`src/rtl/uart_led_pkg.sv`:
```
// Shared constants and FSM state type for the UART LED PWM controller.
package uart_led_pkg;

    localparam logic [7:0] CMD_SET_ONE = 8'h4C;  // 'L' channel duty
    localparam logic [7:0] CMD_SET_ALL = 8'h41;  // 'A' duty

    typedef enum logic [1:0] {
        IDLE,
        GET_CH,
        GET_DUTY,
        GET_ALL
    } state_e;

endpackage

```
`src/rtl/pwm_chan.sv`:
```
// One PWM channel: duty register, compare against the shared counter, registered pin.
module pwm_chan #(
    parameter int PWM_BITS = 8
) (
    input  logic                clk,
    input  logic                rst,
    input  logic                wr_en,
    input  logic [PWM_BITS-1:0] wr_duty,
    input  logic [PWM_BITS-1:0] pwm_cnt,
    input  logic                enable,
    output logic                led
);

    logic [PWM_BITS-1:0] duty_q, duty_d;
    logic                led_q, led_d;

    // Next duty and pin value; all-ones duty is forced on so it never drops a cycle.
    always_comb begin
        duty_d = wr_en ? wr_duty : duty_q;
        led_d  = enable && ((duty_q == '1) || (pwm_cnt < duty_q));
    end

    // Duty and output registers.
    always_ff @(posedge clk or posedge rst) begin
        if (rst) begin
            duty_q <= '0;
            led_q  <= 1'b0;
        end else begin
            duty_q <= duty_d;
            led_q  <= led_d;
        end
    end

    assign led = led_q;

endmodule

```
`src/rtl/uart_led_pwm.sv`:
```
// UART command parser driving NUM_LEDS PWM channels, with button blanking and
// an inter-byte timeout that discards truncated commands.
module uart_led_pwm
    import uart_led_pkg::*;
#(
    parameter int NUM_LEDS    = 8,
    parameter int PWM_BITS    = 8,
    parameter int PRESCALE    = 1,
    parameter int TIMEOUT_CYC = 100_000
) (
    input  logic                clk_rx,
    input  logic                rst_clk_rx,
    input  logic                btn_clk_rx,
    input  logic [7:0]          rx_data,
    input  logic                rx_data_rdy,
    output logic [NUM_LEDS-1:0] led_o,
    output logic                cmd_err
);

    localparam int TW = $clog2(TIMEOUT_CYC);
    localparam int PW = $clog2(PRESCALE + 1);
    localparam logic [TW-1:0] TMO_LAST = TW'(TIMEOUT_CYC - 1);
    localparam logic [PW-1:0] PRE_LAST = PW'(PRESCALE - 1);

    state_e              state_q, state_d;
    logic [7:0]          ch_q, ch_d;
    logic [TW-1:0]       tmo_q, tmo_d;
    logic                err_q, err_d;
    logic [PW-1:0]       pre_q, pre_d;
    logic [PWM_BITS-1:0] cnt_q, cnt_d;
    logic                btn_q, btn_d;
    logic                enable_q, enable_d;
    logic                wr_one, wr_all, ch_ok;

    assign ch_ok = {1'b0, ch_q} < 9'(NUM_LEDS);

    // Command parser and timeout; a byte arriving on the expiry cycle takes priority.
    always_comb begin
        state_d = state_q;
        ch_d    = ch_q;
        tmo_d   = tmo_q;
        err_d   = 1'b0;
        wr_one  = 1'b0;
        wr_all  = 1'b0;
        if (rx_data_rdy) begin
            tmo_d = '0;
            case (state_q)
                IDLE: begin
                    if (rx_data == CMD_SET_ONE)      state_d = GET_CH;
                    else if (rx_data == CMD_SET_ALL) state_d = GET_ALL;
                end
                GET_CH: begin
                    ch_d    = rx_data;
                    state_d = GET_DUTY;
                end
                GET_DUTY: begin
                    if (ch_ok) wr_one = 1'b1;
                    else       err_d  = 1'b1;
                    state_d = IDLE;
                end
                GET_ALL: begin
                    wr_all  = 1'b1;
                    state_d = IDLE;
                end
                default: state_d = IDLE;
            endcase
        end else if (state_q == IDLE) begin
            tmo_d = '0;
        end else if (tmo_q == TMO_LAST) begin
            state_d = IDLE;
            err_d   = 1'b1;
            tmo_d   = '0;
        end else begin
            tmo_d = tmo_q + TW'(1);
        end
    end

    // Shared PWM timebase and button-driven blanking toggle.
    always_comb begin
        pre_d = pre_q + PW'(1);
        cnt_d = cnt_q;
        if (pre_q == PRE_LAST) begin
            pre_d = '0;
            cnt_d = cnt_q + PWM_BITS'(1);
        end
        btn_d    = btn_clk_rx;
        enable_d = enable_q ^ (btn_clk_rx & ~btn_q);
    end

    // Parser, timebase and blanking registers.
    always_ff @(posedge clk_rx or posedge rst_clk_rx) begin
        if (rst_clk_rx) begin
            state_q  <= IDLE;
            ch_q     <= '0;
            tmo_q    <= '0;
            err_q    <= 1'b0;
            pre_q    <= '0;
            cnt_q    <= '0;
            btn_q    <= 1'b0;
            enable_q <= 1'b1;
        end else begin
            state_q  <= state_d;
            ch_q     <= ch_d;
            tmo_q    <= tmo_d;
            err_q    <= err_d;
            pre_q    <= pre_d;
            cnt_q    <= cnt_d;
            btn_q    <= btn_d;
            enable_q <= enable_d;
        end
    end

    assign cmd_err = err_q;

    for (genvar i = 0; i < NUM_LEDS; i++) begin : g_chan
        pwm_chan #(.PWM_BITS(PWM_BITS)) u_chan (
            .clk     (clk_rx),
            .rst     (rst_clk_rx),
            .wr_en   (wr_all | (wr_one & (ch_q == 8'(i)))),
            .wr_duty (rx_data[7 -: PWM_BITS]),
            .pwm_cnt (cnt_q),
            .enable  (enable_q),
            .led     (led_o[i])
        );
    end

endmodule

```
`config.mk`:
```
export PLATFORM = sky130hd
export DESIGN_NAME = uart_led_pwm
export DESIGN_NICKNAME = d
export VERILOG_FILES = /design/src/rtl/uart_led_pkg.sv /design/src/rtl/pwm_chan.sv /design/src/rtl/uart_led_pwm.sv
export SDC_FILE = /design/constraint.sdc
export NUM_CORES = 1
export LEC_CHECK = 0
export BUFFER_PORTS_ARGS = -buffer_cell sky130_fd_sc_hd__buf_2
export CORE_MARGIN = 5
export CORE_UTILIZATION = 60
export CTS_BUF_LIST = sky130_fd_sc_hd__clkbuf_16
export CTS_CLUSTER_DIAMETER = 150
export DETAILED_ROUTE_END_ITERATION = 8
export PLACE_DENSITY = 0.79
export SLEW_MARGIN = 20
export SYNTH_ARGS = -nofsm -noshare
export SYNTH_HDL_FRONTEND = slang
export SYNTH_SLANG_ARGS = --single-unit
```
`constraint.sdc`:
```
create_clock -name clk_rx -period 4.2 [get_ports clk_rx]
set_input_delay 0.84 -clock clk_rx [delete_from_list [all_inputs] [get_ports clk_rx]]
set_output_delay 0.84 -clock clk_rx [all_outputs]
set_load 0.05 [all_outputs]
```
=== Yosys cells after proc, flatten, opt, wreduce, memory -nomap -nowiden ===
Index checks and enable logic that the tools add are counted.

* Bits in registers: 111
* Input bits: 12
* Output and inout port bits: 9

* Muxes and demuxes: 20
* Add/subtract/negate cells: 3
* Reductions and logical operators: 22
* Bitwise gates (word level): 19
* Equality and inequality tests: 23
* Magnitude comparators: 9

{| class="wikitable"
|+ Operator list
! kind !! count
|-
| equality test 8 bit (second input constant) || 8
|-
| < comparator 8 bit || 8
|-
| 2-to-1 mux 17 bit || 3
|-
| equality test 8 x 3 -> 1 bit (second input constant) || 4
|-
| adder 17 x 1 -> 17 bit (second input constant) || 1
|-
| equality test 17 bit (second input constant) || 1
|-
| equality test 8 x 2 -> 1 bit (second input constant) || 2
|-
| equality test 8 x 7 -> 1 bit (second input constant) || 2
|-
| 2-to-1 mux 1 bit || 11
|-
| 2-to-1 mux 2 bit || 5
|-
| AND 1 bit || 9
|-
| adder 8 x 1 -> 8 bit (second input constant) || 1
|-
| equality test 8 x 1 -> 1 bit (second input constant) || 1
|-
| logical AND 1 bit || 8
|-
| zero test 8 bit || 1
|-
| logical OR 1 bit || 8
|-
| < comparator 8 x 4 -> 1 bit (second input constant) || 1
|-
| bitwise OR 1 bit || 8
|-
| one-hot mux 2 bit (3 select lines) || 1
|-
| equality test 2 bit (second input constant) || 2
|-
| inequality test 3 bit (second input constant) || 1
|-
| AND reduction 3 bit || 1
|-
| equality test 2 x 1 -> 1 bit (second input constant) || 1
|-
| zero test 2 bit || 1
|-
| other kinds (7) || 7
|}

=== Logic depth before layout (Yosys ltp) ===
Gate-level depths: netlist of the first run.

* Word-level depth: 6
* Depth in mapped cells: 7

=== By module ===
A second synthesis of the first run with hierarchy kept.

* Cells, all modules: 602
* Area total of the unflattened synthesis: 5953.2 µm²

{| class="wikitable"
|+ Modules (own cells, without submodules)
! module !! sequential area each (µm²) !! area each (µm²) !! instances !! cells each
|-
| pwm_chan || 225.2 || 518.0 || 8 || 54
|-
| uart_led_pwm || 952.2 || 1809.2 || 1 || 170
|}

=== Least setup slack after synthesis of the first run ===
No wires, ideal clock.

* Path kind: in2reg
* Start: input rx_data_rdy
* End: register g_chan[1].u_chan.duty_q[0]
* Required time: 4.075 ns
* Arrival: 2.206 ns
* Cell stages on the path: 7
* Slack: 1.870 ns
* Setup time: 0.125 ns
* Buffers on the path: 3
* Cell sequence: buf_2 and4bb_4 and3b_1 buf_2 a41o_1 buf_4 mux2_2

* Word-level cells in the longest chain between the ends: 3
* Elaborated cells on any way between the ends: 4
* Those cells by class: mux (2); bitwise (2)

{| class="wikitable"
|+ Ends and longest elaborated chain
! item !! RTL line !! source
|-
| start: declaration || uart_led_pwm.sv:15 || <nowiki>input logic rx_data_rdy,</nowiki>
|-
| 2-to-1 mux 1 bit || uart_led_pwm.sv:45 || <nowiki>if (rx_data_rdy) begin</nowiki>
|-
| AND 1 bit || uart_led_pwm.sv:119 || <nowiki>.wr_en (wr_all | (wr_one & (ch_q == 8'(i)))),</nowiki>
|-
| bitwise OR 1 bit (*) || uart_led_pwm.sv:119 ||
|-
| end signal: assignment || pwm_chan.sv:29 || <nowiki>duty_q <= duty_d;</nowiki>
|-
| end: declaration || pwm_chan.sv:14 || <nowiki>logic [PWM_BITS-1:0] duty_q, duty_d;</nowiki>
|}

Every way passes the cells marked *; elsewhere a longest branch is shown, timed or not.
A chain may end at the register's enable or synchronous reset.

=== Worst setup path after layout of the first run ===
* Start: register cnt_q[1]
* End: register g_chan[1].u_chan.led_q

* Word-level cells in the longest chain between the ends: 3

{| class="wikitable"
|+ Ends and longest elaborated chain
! item !! RTL line !! source
|-
| start: declaration || uart_led_pwm.sv:30 || <nowiki>logic [PWM_BITS-1:0] cnt_q, cnt_d;</nowiki>
|-
| start signal: assignment || uart_led_pwm.sv:107 || <nowiki>cnt_q <= cnt_d;</nowiki>
|-
| < comparator 8 bit || pwm_chan.sv:20 || <nowiki>led_d = enable && ((duty_q == '1) || (pwm_cnt < duty_q));</nowiki>
|-
| logical OR 1 bit || pwm_chan.sv:20 ||
|-
| logical AND 1 bit || pwm_chan.sv:20 ||
|-
| named net g_chan[1].u_chan.led_d || pwm_chan.sv:15 || <nowiki>logic led_q, led_d;</nowiki>
|-
| end signal: assignment || pwm_chan.sv:30 || <nowiki>led_q <= led_d;</nowiki>
|-
| end: declaration || pwm_chan.sv:15 ||
|}

The timed path passes the listed nets, and every way through them passes these cells.

==> results of run 1 <==
## final cells by class
type | count | share of cell area (%)
Tap cell | 136 | 2.578
Clock buffer | 9 | 3.412
Timing Repair Buffer | 22 | 1.744
Sequential cell | 110 | 41.72
Clock inverter | 6 | 0.8340
Inverter | 75 | 4.302
Multi-Input combinational cell | 342 | 45.41
## synthesized netlist by cell type (all sizes together), types with 2 or more instances
master and instances:
a221oi 2, and4 3, mux2 72, buf 20, nor2 21, inv 74
clkbuf 10, nor4 7, o41ai 11, nor4bb 2, o21ai 19, xor2 6
a2111oi 12, dfrtp 109, nand4 16, nand2b 8, xnor2 16, a21oi 8
nor3 7, ha 58, nand3 15, nand2 31, or4 8, a41oi 3
nand3b 3
## per-stage QoR
step	instance area (um^2)	utilization, %	worst slack [ns]	total power [mW]
global placement	6321	62.06	1.691	1.326
finish	6601	64.82	1.940	2.146
detailed placement	6321	62.06	1.615	1.337
CTS	6601	64.82	1.965	2.167
floorplan	6202	-	0.4594	1.274
global route	6601	64.82	1.863	2.234
## registers in the layout (all words and copies together), names as in the netlist
name / flops
enable_q: 1
g_chan.u_chan.duty_q: 64
ch_q: 8
cmd_err: 1
state_q: 2
tmo_q: 17
btn_q: 1
g_chan.u_chan.led: 8
cnt_q: 8
## metal layers
metal | share of wire [%] | up-vias | track usage [%]
met5 | 0 | - | 0
met3 | 6.0 | 14 | 4.511
met4 | 1.6 | 0 | 7.218
li1 | - | 1979 | -
met1 | 44 | 2069 | 31.00
met2 | 48 | 93 | 35.01
## power groups by stage
stage	Sequential, mW	Combinational, mW	Clock (mW)
3_3_place_gp	1.17	0.161	0
5_1_grt	1.15	0.186	0.895
2_1_floorplan	1.13	0.145	0
3_5_place_dp	1.17	0.169	0
4_1_cts	1.15	0.170	0.849
6_report	1.15	0.169	0.826
## cells in the final DEF (no fill, tap or decap), types with 2 or more instances in the layout
| cell type | instances |
|---|---|
| dfrtp_1 | 109 |
| inv_1 | 74 |
| mux2_2 | 63 |
| ha_1 | 58 |
| nand2_1 | 31 |
| nor2_1 | 21 |
| buf_2 | 20 |
| o21ai_0 | 19 |
| nand4_1 | 16 |
| xnor2_1 | 16 |
| nand3_1 | 15 |
| a2111oi_0 | 12 |
| mux2_1 | 9 |
| clkbuf_16 | 9 |
| nand2b_1 | 8 |
| a21oi_1 | 8 |
| or4_1 | 8 |
| o41ai_1 | 8 |
| nor3_1 | 7 |
| nor4_1 | 6 |
| xor2_1 | 6 |
| o41ai_4 | 3 |
| a41oi_4 | 3 |
| and4_1 | 3 |
| clkinv_1 | 3 |
| nand3b_1 | 2 |
| nor4bb_1 | 2 |
| a221oi_1 | 2 |
| buf_4 | 2 |
## worst paths after layout
kind	startpoint	to	slack [ns]	cells after the start
max	cnt_q[1]$_DFF_PP0_	g_chan[1].u_chan.led$_DFF_PP0_	1.94	4
min	tmo_q[0]$_DFF_PP0_	tmo_q[0]$_DFF_PP0_	0.46	1
max reg2reg	cnt_q[1]$_DFF_PP0_	g_chan[1].u_chan.led$_DFF_PP0_	1.94	4
min reg2reg	tmo_q[0]$_DFF_PP0_	tmo_q[0]$_DFF_PP0_	0.46	1
max in group asynchronous	rst_clk_rx	g_chan[2].u_chan.duty_q[1]$_DFFE_PP0P_	2.83	3
min in group asynchronous	rst_clk_rx	cnt_q[2]$_DFF_PP0_	0.53	2
## logic make-up (layout without fill, tap and decap cells)
group,count (synthesis),count (layout),share of synthesized area (%)
flops,110,110,44.40
xor+xnor,22,22,3.107
compound gates,61,61,8.776
fa+ha+maj,58,58,11.70
simple gates,129,129,11.68
buf+inv,105,112,7.262
mux,72,72,13.07
==> flow_summary.toml, run 1 <==
[worst_setup_path]
path_max_fanout = 11
path_cells = "ha_1, a2111oi_0, a2111oi_0, o41ai_1"
path_buf_inv = 0
crit_path_top_delay_cell = "dfrtp_1"
worst_setup_path_end_kind = "flop"
cp.required_ns = 4.38
cp_slowest_stage_delay_ns = 0.72
cp-start-kind = "flop"
path_common_cell = "a2111oi_0"
arrival_ns = 2.44
crit_type = "reg -> reg"
crit_family = "compound AO/OA/AOI/OAI gates"

[clocking]
cts_tree = "yes"
clock_latency_ns = 0.35
h-tree-depth = 3
clockBufferDepth = 2
cts_resized = 0
cts_root_buf = "clkbuf_16"
clkSinkCount = 110
post_cts.repair.setup_buffers = 0
cts_buffers = 9
clkTransAtPathRegs_ns = 0.08
cts_hold_buf = 0

[power_and_ir_drop]
p_leak_nw = 2.981
powerDensity_mw_per_mm2 = 325.2
p_int_mw = 1.600
peakVddDrop_mv = 0.2403
p_sw_share_pct = 25.48
clockPowerShare_pct = 38.5
combPwrFrac_pct = 7.9
power_frac_seq_pct = 53.6
p_switching_mw = 0.5468

[floorplan]
die_area_mm2 = 0.01247
coreArea_mm2 = 0.01018
die_h_um = 111.7
row_count = 37
initial_core_util_pct = 60.90
die_w_um = 111.7
ios = 21

[layout]
antenna_cells = 0
final_nets = 630
ff_latch_area_mm2 = 0.002754
area_growth_syn_to_layout_pct = 6.435
finalNonFillerCells = 700
fill_cells = 792
layout-drive-gt1-share_pct = 19.33
multi_input_area_mm2 = 0.002998

[synthesis]
ys.warnings.count = 0
synthArstFlopShare_pct = 100.0
synth_cells = 557
synthesis.area_mm2 = 0.006202
synth_cell_type_count = 47
ys_ff_latch = 110
synth_area_per_cell_um2 = 11.14
synth-main-ff-cell = "dfrtp_1"
synth_top_area_share_pct = 43.98
synth_enable_flop_cells = 0
seq_area_frac_synth_pct = 44.40
synthTopCellsByArea = "dfrtp_1 (44%), ha_1 (12%), mux2_2 (11%), inv_1 (4.5%), xnor2_1 (2.3%)"
yosysTopAreaCell = "dfrtp_1"
synth_nets = 627

[hold_path]
hp-class = "reg -> reg"

[route]
first_iter_violations = 251
via_per_inst = 5.936
vias = 4155
wire_per_inst_um = 18.73
drc = 0
detail-route-antenna-nets = 0
finalWirelength_um = 13110
first_pass_iters = 4

[timing]
maxSlewViolCount = 0
finClkSkew_ns = 0.01181
rsz0062_at_grt = "false"
fin_hold_ws_ns = 0.4600
post-route-period-util_pct = 53.80
fin_setup_tns_ns = 0
finalWorstPathRequiredPeriod_ns = 2.260
fmax_ghz = 0.4425
timing_hold_violations_final = 0
setup_viol = 0
max_slew_margin_pct = 55.11
worstMarginPinSlew_ns = 0.6711

[status]
outcome = "finished, final reports clean"

[grt]
grt_pass1_wl_um = 21990
antenna_found_initial = 0
overflow = 0
grt_usage_pct = 22.22
grt_max_degree = 42
grt_pass1_vias = 4338

[run]
maxCapViolCount = 0

[placed_design]
dp.final_hpwl_um = 8957
dp.cells = 685
place.gp.congestion = 0.8423
port_buffers = 20
Power figures use the tool's default switching activity.
==> run 2, diff against run 1 <==
--- a/config.mk
+++ b/config.mk
@@ -5,9 +5,10 @@
 export SDC_FILE = /design/constraint.sdc
 export NUM_CORES = 1
 export LEC_CHECK = 0
+export ABC_AREA = 1
 export BUFFER_PORTS_ARGS = -buffer_cell sky130_fd_sc_hd__buf_2
 export CORE_MARGIN = 5
-export CORE_UTILIZATION = 60
+export CORE_UTILIZATION = 57
 export CTS_BUF_LIST = sky130_fd_sc_hd__clkbuf_16
 export CTS_CLUSTER_DIAMETER = 150
 export DETAILED_ROUTE_END_ITERATION = 8
==> constraint.sdc (replaced) <==
create_clock -name clk_rx -period 1.82 [get_ports clk_rx]
set_input_delay 0.364 -clock clk_rx [delete_from_list [all_inputs] [get_ports clk_rx]]
set_output_delay 0.364 -clock clk_rx [all_outputs]
set_load 0.05 [all_outputs]
==> run 2 against run 1 <==
Sequential power grew to 3.3 times the previous value. Register-to-register slack lost 1.8 ns. Clock power grew 150%. Core utilization shrank 2.2 points. Flip-flop and latch count is the same. Largest power group unchanged.
==> flow_summary.toml, run 2 <==
[status]
outcome = "finished, final reports clean"

[worst_setup_path]
path_max_fanout = 9
worstRegToRegCells = 6
cp.required_ns = 2.08
path_cells = "ha_1, nand2_1, nor2_1, nor3_1, nand2_1, a21oi_1"
rr_endpoint = "g_chan[3].u_chan.led$_DFF_PP0_"
r2r_start = "cnt_q[7]$_DFF_PP0_"
cp-start-kind = "flop"
crit_path_top_delay_cell = "dfrtp_1"
worst_setup_path_end_kind = "flop"
crit_family = "flip-flops"
path_buf_inv = 0
rrSetupSlack_ns = 0.15
arrival_ns = 1.93
cp_slowest_stage_delay_ns = 0.72
path_common_cell = "nand2_1"
crit_type = "reg -> reg"

[placed_design]
dp.final_hpwl_um = 9484
pre_cts_ws_ns = 0.1555
port_buffers = 20
place.gp.congestion = 0.8770

[route]
highest_layer = "met4"
first_pass_iters = 5
detail-route-antenna-nets = 0
finalWirelength_um = 13770
via_per_inst = 5.294
first_iter_violations = 379
routed-wl-met2_um = 6733
vias = 5035
met1_length_um = 5743
wire_per_inst_um = 14.48
wl_met3_um = 681
drc = 0

[layout]
top_regs = "g_chan.u_chan.duty_q: 64 flops, tmo_q: 17 flops"
largest_register_ffs = 64
layout-drive-gt1-share_pct = 10.60
final_nets = 876
antenna_cells = 0
mostFrequentLayoutCells = "nand2_1 (224), inv_1 (117), dfrtp_1 (109)"
fill_cells = 871
final_common_cell = "nand2_1"
area_growth_syn_to_layout_pct = 7.494
largest-register = "g_chan.u_chan.duty_q"

[timing]
rsz0062_at_grt = "false"
worstMarginPinSlew_ns = 0.5898
fmax_ghz = 0.5971
fin_hold_ws_ns = 0.1334
fin_setup_tns_ns = 0
finalWorstPathRequiredPeriod_ns = 1.675
finClkSkew_ns = 0.008458
post-route-period-util_pct = 92.02
max_slew_margin_pct = 60.68
setup_viol = 0
timing_hold_violations_final = 0
maxSlewViolCount = 0
layout_setup_ws_ns = 0.1453

[power_and_ir_drop]
peakVddDrop_mv = 0.7514
powerDensity_mw_per_mm2 = 1400
p_leak_nw = 3.517

[clocking]
cts_tree = "yes"
cts_resized = 0
h-tree-depth = 3
cts_buffers = 9
cts_root_buf = "clkbuf_16"
clkTransAtPathRegs_ns = 0.07
clkSinkCount = 110
clockBufferDepth = 2
cts_hold_buf = 0
post_cts.repair.setup_buffers = 0
clock_latency_ns = 0.35

[grt]
grt_pass1_wl_um = 23310
overflow = 0
grt_usage_pct = 22.54
grt_max_degree = 111
antenna_found_initial = 0
grt_pass1_vias = 4975

[synthesis]
ys.warnings.count = 0
seq_area_frac_synth_pct = 43.40
synth_area_per_cell_um2 = 8.072
ys_ff_latch = 110
ys_top_cells_by_count = "nand2_1 (224), inv_1 (116), dfrtp_1 (109)"
synth_cell_type_count = 30
yosysMostFrequentCell = "nand2_1"
synth_cells = 786
synth_nets = 856
yosysTopAreaCell = "dfrtp_1"
synthTopCellsByArea = "dfrtp_1 (43%), nand2_1 (13%), ha_1 (11%), inv_1 (6.9%), o21ai_0 (4.7%)"
synth_top_area_share_pct = 42.99
synthesis.area_mm2 = 0.006345
synth_enable_flop_cells = 0
synth-main-ff-cell = "dfrtp_1"
synthArstFlopShare_pct = 100.0

[floorplan]
die_h_um = 115.5
row_count = 38
ios = 21
die_w_um = 115.5
die_area_mm2 = 0.01334
coreArea_mm2 = 0.01089
initial_core_util_pct = 58.27

[hold_path]
holdCritStartpoint = "btn_clk_rx"
hold_depth = 1
hp-class = "in -> reg"
hold_path_end = "btn_q$_DFF_PP0_"

[run]
maxCapViolCount = 0
-- run 2: changes by cell type after synthesis, sizes merged, moves of 14 or more --
cell and delta:
mux2 -71, nor2 +41, nor3 +15, nand4 -14
nand2 +202, a21oi +22, inv +45, o21ai +56
-- run 2: stage by stage --
step / instance area (um^2) / cells / power [mW] / util [%]
after global routing: 6820 / 951 / 10.37 / 62.64
after detailed placement: 6506 / 935 / 7.499 / 59.76
after CTS: 6813 / 951 / 9.583 / 62.57
final: 6820 / 951 / 9.550 / 62.64
after global placement: 6506 / 935 / 7.255 / 59.76
after floorplan: 6349 / 786 / 6.847 / -
-- run 2: cells by family (layout without fill, tap and decap cells) --
kind of cell | count (synthesis) | count (layout) | share of synthesized area, %
AND/OR/NAND/NOR | 352 | 352 | 23.03
multiplexers | 1 | 1 | 0.1775
adder cells (fa/ha/maj) | 58 | 58 | 11.44
buffers and inverters | 147 | 172 | 10.92
flip-flops | 110 | 110 | 43.40
XOR/XNOR | 13 | 13 | 1.795
AO/OA/AOI/OAI | 105 | 105 | 9.229
-- run 2: worst register-to-register path: stages, from the launching register on --
cell and delay, ns:
dfrtp_1 0.72, ha_1 0.36, nand2_1 0.10, nor2_1 0.05
nor3_1 0.12, nand2_1 0.08, a21oi_1 0.15
-- run 2: per-layer routing --
metal	vias to the layer above	track usage [%]
met5	-	0
met4	0	10.80
met3	47	3.969
met2	124	38.23
met1	2358	27.96
li1	2506	-
-- run 2: worst max-delay path by stage --
stage,from,endpoint,slack [ns],depth (start not counted)
final,cnt_q[7]$_DFF_PP0_,g_chan[3].u_chan.led$_DFF_PP0_,0.15,6
after global routing,tmo_q[0]$_DFF_PP0_,tmo_q[16]$_DFF_PP0_,0.02,8
after CTS,tmo_q[0]$_DFF_PP0_,tmo_q[6]$_DFF_PP0_,0.16,8
after detailed placement,tmo_q[0]$_DFF_PP0_,tmo_q[6]$_DFF_PP0_,0.16,8
after global placement,cnt_q[5]$_DFF_PP0_,g_chan[4].u_chan.led$_DFF_PP0_,0.23,6
after floorplan,rst_clk_rx,btn_q$_DFF_PP0_,0.13,1
-- run 2: layout make-up --
| cell class | count | area [um^2] | area share (%) |
|---|---|---|---|
| repair buffers | 34 | 217.7 | 3.192 |
| inverters | 122 | 461.7 | 6.769 |
| well taps | 140 | 175.2 | 2.568 |
| multi-input cells | 529 | 2905 | 42.60 |
| flip-flops and latches | 110 | 2754 | 40.38 |
| clock buffers | 9 | 225.2 | 3.302 |
| clock inverters | 7 | 81.33 | 1.192 |
-- run 2: where the power goes --
group / internal (mW) / switching, mW / total, mW / leakage [nW]
sequential: 3.38 / 0.390 / 3.77 / 1.37
clock: 1.19 / 0.865 / 2.05 / 0.159
combinational: 1.25 / 2.48 / 3.73 / 1.99
total: 5.82 / 3.73 / 9.55 / 3.52
==> run 3, diff against run 2 <==
--- a/config.mk
+++ b/config.mk
@@ -6,13 +6,13 @@
 export NUM_CORES = 1
 export LEC_CHECK = 0
 export ABC_AREA = 1
-export BUFFER_PORTS_ARGS = -buffer_cell sky130_fd_sc_hd__buf_2
-export CORE_MARGIN = 5
-export CORE_UTILIZATION = 57
+export CORE_UTILIZATION = 58
 export CTS_BUF_LIST = sky130_fd_sc_hd__clkbuf_16
 export CTS_CLUSTER_DIAMETER = 150
+export CTS_CLUSTER_SIZE = 25
 export DETAILED_ROUTE_END_ITERATION = 8
-export PLACE_DENSITY = 0.79
+export DONT_BUFFER_PORTS = 1
+export PLACE_DENSITY = 0.78
 export SLEW_MARGIN = 20
 export SYNTH_ARGS = -nofsm -noshare
 export SYNTH_HDL_FRONTEND = slang
==> run 3 against run 2 <==
Total power is 3.3% lower. Sequential share of layout area is 0.66 points higher. First-iteration DRC count is 33% lower. Flip-flop and latch count is the same. Core utilization is 1.5 points higher. Via count shrank 1.2%. Sequential power up 8.8%. Cell count decreased by 2.6%. Setup slack better by 0.0053 ns. Global-route usage rose by 4.7 points. Clock skew increased by 0.0028 ns. Critical endpoint is now g_chan[1].u_chan.led$_DFF_PP0_. Combinational power decreased by 12%.
==> flow_summary.toml, run 3 (synthesis gave the netlist of run 2 again) <==
[timing]
post-route-period-util_pct = 91.73
finalWorstPathRequiredPeriod_ns = 1.669
timing_hold_violations_final = 0
setup_viol = 0
fin_hold_ws_ns = 0.03639
layout_setup_ws_ns = 0.1506
worstMarginPinSlew_ns = 0.6295
fin_setup_tns_ns = 0
fmax_ghz = 0.5990
rsz0062_at_grt = "false"
max_slew_margin_pct = 58.04
maxSlewViolCount = 0
finClkSkew_ns = 0.01128

[hold_path]
hold_depth = 0
hp-class = "in -> reg"

[floorplan]
initial_core_util_pct = 60.64
die_w_um = 106.6
row_count = 37
die_h_um = 106.6
ios = 21
die_area_mm2 = 0.01136
coreArea_mm2 = 0.01046

[worst_setup_path]
arrival_ns = 1.94
worstRegToRegCells = 6
worst_setup_path_end_kind = "flop"
path_max_fanout = 9
cp.required_ns = 2.09
crit_type = "reg -> reg"
cp-start-kind = "flop"

[clocking]
cts_root_buf = "clkbuf_16"
cts_tree = "yes"
h-tree-depth = 3
clkTransAtPathRegs_ns = 0.08
clock_latency_ns = 0.35
clkSinkCount = 110
clockBufferDepth = 2
cts_buffers = 9

[layout]
area_growth_syn_to_layout_pct = 5.758
mostFrequentLayoutCells = "nand2_1 (224), inv_1 (115), dfrtp_1 (109)"
fill_cells = 887
multi_input_area_mm2 = 0.002903
largest-register = "g_chan.u_chan.duty_q"
ff_latch_area_mm2 = 0.002754
largest_register_ffs = 64
finalNonFillerCells = 926
final_nets = 855
antenna_cells = 0
top_regs = "g_chan.u_chan.duty_q: 64 flops, tmo_q: 17 flops"
layout-drive-gt1-share_pct = 8.101
final_common_cell = "nand2_1"

[route]
first_iter_violations = 253
finalWirelength_um = 13860
detail-route-antenna-nets = 0
vias = 4975
drc = 0
wire_per_inst_um = 14.97
via_per_inst = 5.373
first_pass_iters = 5

[power_and_ir_drop]
powerDensity_mw_per_mm2 = 1377
p_leak_nw = 3.420
peakVddDrop_mv = 0.8887

[placed_design]
port_buffers = 0
pre_cts_ws_ns = 0.1689
place.gp.congestion = 0.8159
dp.final_hpwl_um = 9718
dp.cells = 909

[run]
maxCapViolCount = 0

[grt]
grt_usage_pct = 27.21
antenna_found_initial = 0
overflow = 0
grt_max_degree = 32
grt_pass1_wl_um = 23860
grt_pass1_vias = 5048

[status]
outcome = "finished, final reports clean"
[run 3: cell count changes in the layout (fill, tap and decap cells not counted)]
cell and change:
inv_8 +1, inv_1 -2, buf_4 -5, nor2_2 -1
buf_12 +3, dlygate4sd3_1 +1, buf_2 -20, inv_6 +2
clkinv_1 +1, bufinv_16 -2, nor2_1 +1
[run 3: stage by stage]
step                      total power [mW]  util [%]  cell area (um^2)
after global routing                 10.00     64.14              6710
after global placement               7.130     61.40              6424
after detailed placement             7.382     61.40              6424
final                                9.239     64.14              6710
after floorplan                      6.847         -              6349
after CTS                            9.251     64.09              6705
[run 3: routing by layer]
layer	up-vias	global-route usage [%]	routed length, um
met3	32	4.985	716
met1	2358	35.33	6080
met5	-	0	0
li1	2468	-	-
met4	0	10.76	319
met2	117	45.21	6744
[run 3: what timing repair did]
| item | in CTS | in global routing |
|---|---|---|
| hold endpoints to repair | 14 | 0 |
| gates resized for setup | 0 | 1 |
| hold buffers | 1 | 0 |
| setup buffers | 0 | 0 |
| setup endpoints to repair | 0 | 1 |
[run 3: area by class of cell]
| type | count | area share [%] |
|---|---|---|
| clock buffers | 9 | 3.356 |
| clock inverters | 7 | 0.6899 |
| inverters | 122 | 6.880 |
| multi-input cells | 529 | 43.26 |
| flip-flops and latches | 110 | 41.04 |
| well taps | 136 | 2.536 |
| repair buffers | 13 | 2.238 |
[run 3: where the power goes]
| part | switching (mW) | internal [mW] | leakage, nW |
|---|---|---|---|
| logic | 2.09 | 1.19 | 1.91 |
| registers | 0.729 | 3.37 | 1.37 |
| clock network | 0.920 | 0.935 | 0.137 |
| total | 3.74 | 5.50 | 3.42 |
[run 3: path summary, 6_finish.rpt]
| path | from | endpoint | slack, ns |
|---|---|---|---|
| min reg2reg | tmo_q[0]$_DFF_PP0_ | tmo_q[0]$_DFF_PP0_ | 0.48 |
| min | btn_clk_rx | btn_q$_DFF_PP0_ | 0.04 |
| max in group asynchronous | rst_clk_rx | enable_q$_DFF_PP1_ | 0.67 |
| max | cnt_q[7]$_DFF_PP0_ | g_chan[1].u_chan.led$_DFF_PP0_ | 0.15 |
| max reg2reg | cnt_q[7]$_DFF_PP0_ | g_chan[1].u_chan.led$_DFF_PP0_ | 0.15 |
| min in group asynchronous | rst_clk_rx | state_q[0]$_DFFE_PP0P_ | 0.52 |
[run 3: critical path: stages (launching register included)]
cell	delay, ns
dfrtp_1	0.70
ha_1	0.34
nand2_1	0.10
nor2_1	0.06
nor3_1	0.17
nand2_1	0.08
a21oi_1	0.14
